`src/rtl/serial_comp_ctrl.sv`:
```
// Two-requester round-robin front end for a bit-serial complementer: grants one word,
// streams it LSB first, collects the returned bits and holds the result until consumed.
// Optional macro SERIAL_COMP_TWOS_EN adds 1 serially so the result is the two's complement.
module serial_comp_ctrl #(
    parameter int W = 8
) (
    input  logic         clk,
    input  logic         rst,
    input  logic         req0_valid,
    input  logic [W-1:0] req0_data,
    output logic         req0_ready,
    input  logic         req1_valid,
    input  logic [W-1:0] req1_data,
    output logic         req1_ready,
    output logic         ser_en,
    output logic         ser_o,
    input  logic         ser_i,
    output logic         res_valid,
    output logic [W-1:0] res_data,
    output logic         res_id,
    input  logic         res_ready,
    output logic         busy
);

    localparam int CW = $clog2(W) + 1;

    typedef enum logic [1:0] {IDLE, SHIFT, DONE} state_t;

    state_t        state_q, state_d;
    logic [CW-1:0] cnt_q, cnt_d;
    logic [W-1:0]  sh_q, sh_d;
    logic [W-1:0]  res_q, res_d;
    logic          owner_q, owner_d;
    logic          last_q, last_d;
    logic          gnt1;
    logic          res_bit;
`ifdef SERIAL_COMP_TWOS_EN
    logic          carry_q, carry_d;
`endif

    always_comb begin
        // Requester 1 wins when it is alone, or on contention when 0 was served last.
        gnt1       = req1_valid & (~req0_valid | ~last_q);
        req0_ready = (state_q == IDLE) & req0_valid & ~gnt1;
        req1_ready = (state_q == IDLE) & gnt1;

`ifdef SERIAL_COMP_TWOS_EN
        res_bit = ser_i ^ carry_q;
        carry_d = carry_q;
`else
        res_bit = ser_i;
`endif
        state_d = state_q;
        cnt_d   = cnt_q;
        sh_d    = sh_q;
        res_d   = res_q;
        owner_d = owner_q;
        last_d  = last_q;

        unique case (state_q)
            IDLE: begin
                if (req0_valid | req1_valid) begin
                    sh_d    = gnt1 ? req1_data : req0_data;
                    owner_d = gnt1;
                    cnt_d   = '0;
                    state_d = SHIFT;
`ifdef SERIAL_COMP_TWOS_EN
                    carry_d = 1'b1;
`endif
                end
            end
            SHIFT: begin
                sh_d  = sh_q >> 1;
                res_d = {res_bit, res_q[W-1:1]};
                cnt_d = cnt_q + CW'(1);
`ifdef SERIAL_COMP_TWOS_EN
                carry_d = ser_i & carry_q;
`endif
                if (cnt_q == CW'(W - 1)) begin
                    state_d = DONE;
                end
            end
            DONE: begin
                if (res_ready) begin
                    last_d  = owner_q;
                    state_d = IDLE;
                end
            end
            default: state_d = IDLE;
        endcase
    end

    always_ff @(posedge clk or negedge rst) begin
        if (!rst) begin
            state_q <= IDLE;
            cnt_q   <= '0;
            sh_q    <= '0;
            res_q   <= '0;
            owner_q <= 1'b0;
            last_q  <= 1'b1;
`ifdef SERIAL_COMP_TWOS_EN
            carry_q <= 1'b0;
`endif
        end else begin
            state_q <= state_d;
            cnt_q   <= cnt_d;
            sh_q    <= sh_d;
            res_q   <= res_d;
            owner_q <= owner_d;
            last_q  <= last_d;
`ifdef SERIAL_COMP_TWOS_EN
            carry_q <= carry_d;
`endif
        end
    end

    assign ser_en    = (state_q == SHIFT);
    assign ser_o     = ser_en & sh_q[0];
    assign res_valid = (state_q == DONE);
    assign res_data  = res_q;
    assign res_id    = owner_q;
    assign busy      = (state_q != IDLE);

endmodule

```
`config.mk`:
```
export PLATFORM = sky130hd
export DESIGN_NAME = serial_comp_ctrl
export DESIGN_NICKNAME = d
export VERILOG_FILES = /design/src/rtl/serial_comp_ctrl.sv
export SDC_FILE = /design/constraint.sdc
export NUM_CORES = 1
export LEC_CHECK = 0
export BUFFER_PORTS_ARGS = -buffer_cell sky130_fd_sc_hd__buf_4
export CORE_MARGIN = 2
export CORE_UTILIZATION = 45
export DETAILED_ROUTE_END_ITERATION = 6
export GPL_TIMING_DRIVEN = 0
export PLACE_DENSITY = 0.82
export SLEW_MARGIN = 40
export SYNTH_ARGS = -nofsm -noshare
export SYNTH_HDL_FRONTEND = slang
export SYNTH_SLANG_ARGS = --single-unit
```
`constraint.sdc`:
```
create_clock -name clk -period 1.1 [get_ports clk]
set_input_delay 0.055 -clock clk [delete_from_list [all_inputs] [get_ports clk]]
set_output_delay 0.055 -clock clk [all_outputs]
set_load 0.005 [all_outputs]
```
==> impl_table.tex <==
\begin{tabular}{lr}
\hline
Metric & Value \\
\hline
\multicolumn{2}{l}{\textbf{STA}} \\
Top achievable clock speed & 707.5 MHz \\
Count of endpoints failing hold in the final timing report & 0 \\
Number of pins exceeding their max-slew limit in the final report & 0 \\
Final setup viols & 30 \\
Slew of the pin with the lowest slew margin & 0.4323 ns \\
Period minus WS final & 1.413 ns \\
Worst Clk Skew & 0.002513 ns \\
Worst rel slew slack & 70.96\% \\
Final clock period utilization by the worst path & 128.5\% \\
Min setup slack post-route & -0.3134 ns \\
Unrepaired setup endpoints after global routing & yes \\
\multicolumn{2}{l}{\textbf{Worst setup path}} \\
Start point of the critical path & state\_q[0] \\
Category of the critical setup timing path & flop to output pin \\
Critical Path Start Type & flop \\
Worst setup path end & req0\_ready \\
Reg-to-reg endpoint & sh\_q[4] \\
Crit path capture type & output pin \\
Setup slack, reg-to-reg & -0.30 ns \\
Critical R2R Launch & state\_q[0] \\
CP Max Fanout & 4 \\
Signal arrival time at the worst endpoint & 1.36 ns \\
Critical path data required time & 1.04 ns \\
Worst reg-to-reg path cell count & 5 \\
\multicolumn{2}{l}{\textbf{Final layout}} \\
Fillers & 163 \\
Storage cell area & 603.1 µm² \\
Share of cells above drive strength 1 & 58.82\% \\
Number of standard cells in the final layout excluding fillers & 200 \\
Net total in the final layout & 194 \\
Area of the multi-input gates & 730.7 µm² \\
Area growth syn-to-layout & 59.14\% \\
Most frequent cells in the layout & buf\_4 (46), dfrtp\_1 (22), mux2\_4 (10) \\
Count of antenna diodes in the layout & 0 \\
Leading cell type in the layout, fill and taps excluded & buf\_4 \\
Total non-filler cell area in the finished layout & 1939 µm² \\
\multicolumn{2}{l}{\textbf{Yosys}} \\
Synthesized area & 1219 µm² \\
Post-synth top area cell & dfrtp\_1 \\
Seq/Total Area, Yosys & 49.38\% \\
Warning count from the yosys run & 0 \\
Synthesis-stage register bit count & 24 \\
Nets in the synthesized netlist & 135 \\
Avg Cell Area, Syn & 10.88 µm² \\
Distinct cell type count of the synthesized netlist & 31 \\
Synthesized instance count & 112 \\
Yosys top cell area share & 47.23\% \\
Ranking of synthesized cells by area & dfrtp\_1 (47\%), mux2\_2 (8.3\%), o31ai\_1 (5.5\%), a221oi\_1 (5.0\%), and2\_1 (4.1\%) \\
\multicolumn{2}{l}{\textbf{Global route}} \\
Routing layer with the top usage in global route & met2 \\
Met2 global-route usage & 35.97\% \\
Met1 global-route usage & 28.08\% \\
Aggregate global routing overflow & 0 \\
Number of antenna violations at the first check in global routing & 0 \\
Met3 layer usage reported by global route & 5.349\% \\
Maximum number of pins on one net before global-route repair & 25 \\
Vias in the first global route & 1121 \\
Global-route wire length before repair & 5375 µm \\
Overall fraction of global-route tracks in use & 21.39\% \\
\multicolumn{2}{l}{\textbf{Clocking}} \\
Maximum level of the CTS H-tree & 1 \\
Post-CTS clock slew at the launch and capture registers of the worst setup and hold paths & 0.14 ns \\
Clock sinks & 24 \\
CTS tree & built \\
Number of buffers created by CTS & 3 \\
Maximum buffer depth of the clock tree & 2 \\
Clock root buffer master & clkbuf\_4 \\
Clock latency at the later pin of the worst-skew pair & 0.32 ns \\
\multicolumn{2}{l}{\textbf{Placed design}} \\
Cells after DPL & 178 \\
Half-perimeter wire length after placement & 1899 µm \\
Port buffer count & 36 \\
Final GP Congestion & 0.7491 \\
Post-DP Area & 1553 µm² \\
\multicolumn{2}{l}{\textbf{Drt}} \\
Count of vias placed by the detailed router & 1147 \\
Drt total wl & 3361 µm \\
Average wire length per cell after detail routing & 16.81 µm \\
Initial drt markers & 22 \\
Avg Vias per Cell & 5.735 \\
DRT Pass-1 Iters & 4 \\
Number of antenna-violating nets in the routed design & 0 \\
\# DRC & 0 \\
\multicolumn{2}{l}{\textbf{Floorplan}} \\
Boundary pin count & 37 \\
Total Die Area & 3140 µm² \\
Vert. Die Dim & 56.04 µm \\
Overall die width & 56.04 µm \\
\# rows & 18 \\
Area of the core & 2522 µm² \\
Initial core utilization & 48.31\% \\
\multicolumn{2}{l}{\textbf{Run status}} \\
Run status & finished with violations \\
Violations in the final reports & setup timing \\
\multicolumn{2}{l}{\textbf{Power and ir drop}} \\
Leakage & 0.9074 nW \\
Cell Pwr Density & 2434 nW/µm² \\
Worst supply voltage drop on vdd & 1978 µV \\
\multicolumn{2}{l}{\textbf{Hold path}} \\
Worst hold-check path type & input port to flop \\
Instance count along the most critical hold path & 3 \\
\multicolumn{2}{l}{\textbf{Job}} \\
Count of max-cap constraint violations & 0 \\
\hline
\end{tabular}
## stage by stage
stage | TNS (ns) | setup slack (ns) | hold WS (ns) | power, W | util [%]
detailed placement | -3.866 | -0.2268 | -0.03090 | 0.003257 | 61.56
finish | -6.632 | -0.3134 | 0.01893 | 0.004721 | 76.88
global route | -8.123 | -0.3684 | 0.008220 | 0.005010 | 76.88
floorplan | -1.432 | -0.1058 | -0.2406 | 0.002577 | -
CTS | -5.752 | -0.2817 | 0.03113 | 0.004337 | 71.68
global placement | -3.486 | -0.2171 | -0.03410 | 0.003191 | 61.56
## state kept, by name, summed over array words and instances, names as in the netlist
register  flops
cnt_q         4
last_q        1
res_data      8
res_id        1
sh_q          8
state_q       2
## final cells by class
| type | instances | area share (%) |
|---|---|---|
| buffer | 8 | 4.065 |
| clock buffer | 4 | 1.871 |
| inverter | 3 | 0.5806 |
| multi-input combinational | 77 | 37.68 |
| sequential | 24 | 31.10 |
| tap | 30 | 1.935 |
| timing repair buffer | 54 | 22.77 |
## repair_timing
item	CTS	global route
endpoints found under the setup margin	30	30
buffers inserted	10	5
hold endpoints to repair	25	0
gates cloned	1	0
resized for setup	28	20
pin swaps	3	9
hold buffers	2	0
## power breakdown
group	internal [W]	leakage [nW]	switching, W
sequential	0.00129	0.286	0.000313
combinational	0.00162	0.601	0.00102
clock	0.000202	0.0210	0.000278
## how the worst min path moves through the flow
stage	startpoint	end	slack [ns]
2_1_floorplan	rst	cnt_q[0]	-0.24
3_5_place_dp	rst	sh_q[0]	-0.03
5_1_grt	req1_data[7]	sh_q[7]	0.008
3_3_place_gp	rst	sh_q[0]	-0.03
6_report	req1_data[7]	sh_q[7]	0.02
4_1_cts	req1_data[7]	sh_q[7]	0.03
## layer usage
layer,part of all wire (%),vias up
met3,5.9,4
met4,1.5,0
met2,49,44
met1,43,574
li1,-,525
met5,0,-
## cell families after synthesis
group,Yosys count,share of synthesized area (%)
and+or+nand+nor,33,15.81
muxes,11,10.06
adders and majority gates,1,1.027
buffers and inverters,11,5.236
AOI/OAI and AO/OA,32,18.48
DFF,24,49.38
## cells in the mapped netlist
library cell  number
mux2_1             1
mux2i_1            1
nor2_1             4
mux2_2             9
nor3_2             1
nand3_1            1
clkbuf_2           1
nor3_1             1
and2_1             8
o21ai_0            9
a221oi_1           7
buf_6              2
clkbuf_1           2
a21oi_1            3
or4_1              2
o31ai_1            9
nand2_1            4
or2_0              1
dfstp_2            1
nand2b_1           1
o2bb2ai_1          1
a22o_1             2
nor2b_1            8
buf_2              2
dfrtp_1           23
ha_1               1
a21bo_1            1
buf_4              1
inv_1              3
and2b_2            1
and3_1             1
## worst max-delay path: stages (launching register included)
cell and delay [ns]:
dfrtp_1 0.45, buf_8 0.15, nor2_4 0.14, and3_4 0.21
buf_6 0.09
(Power assumes the default switching activity.)
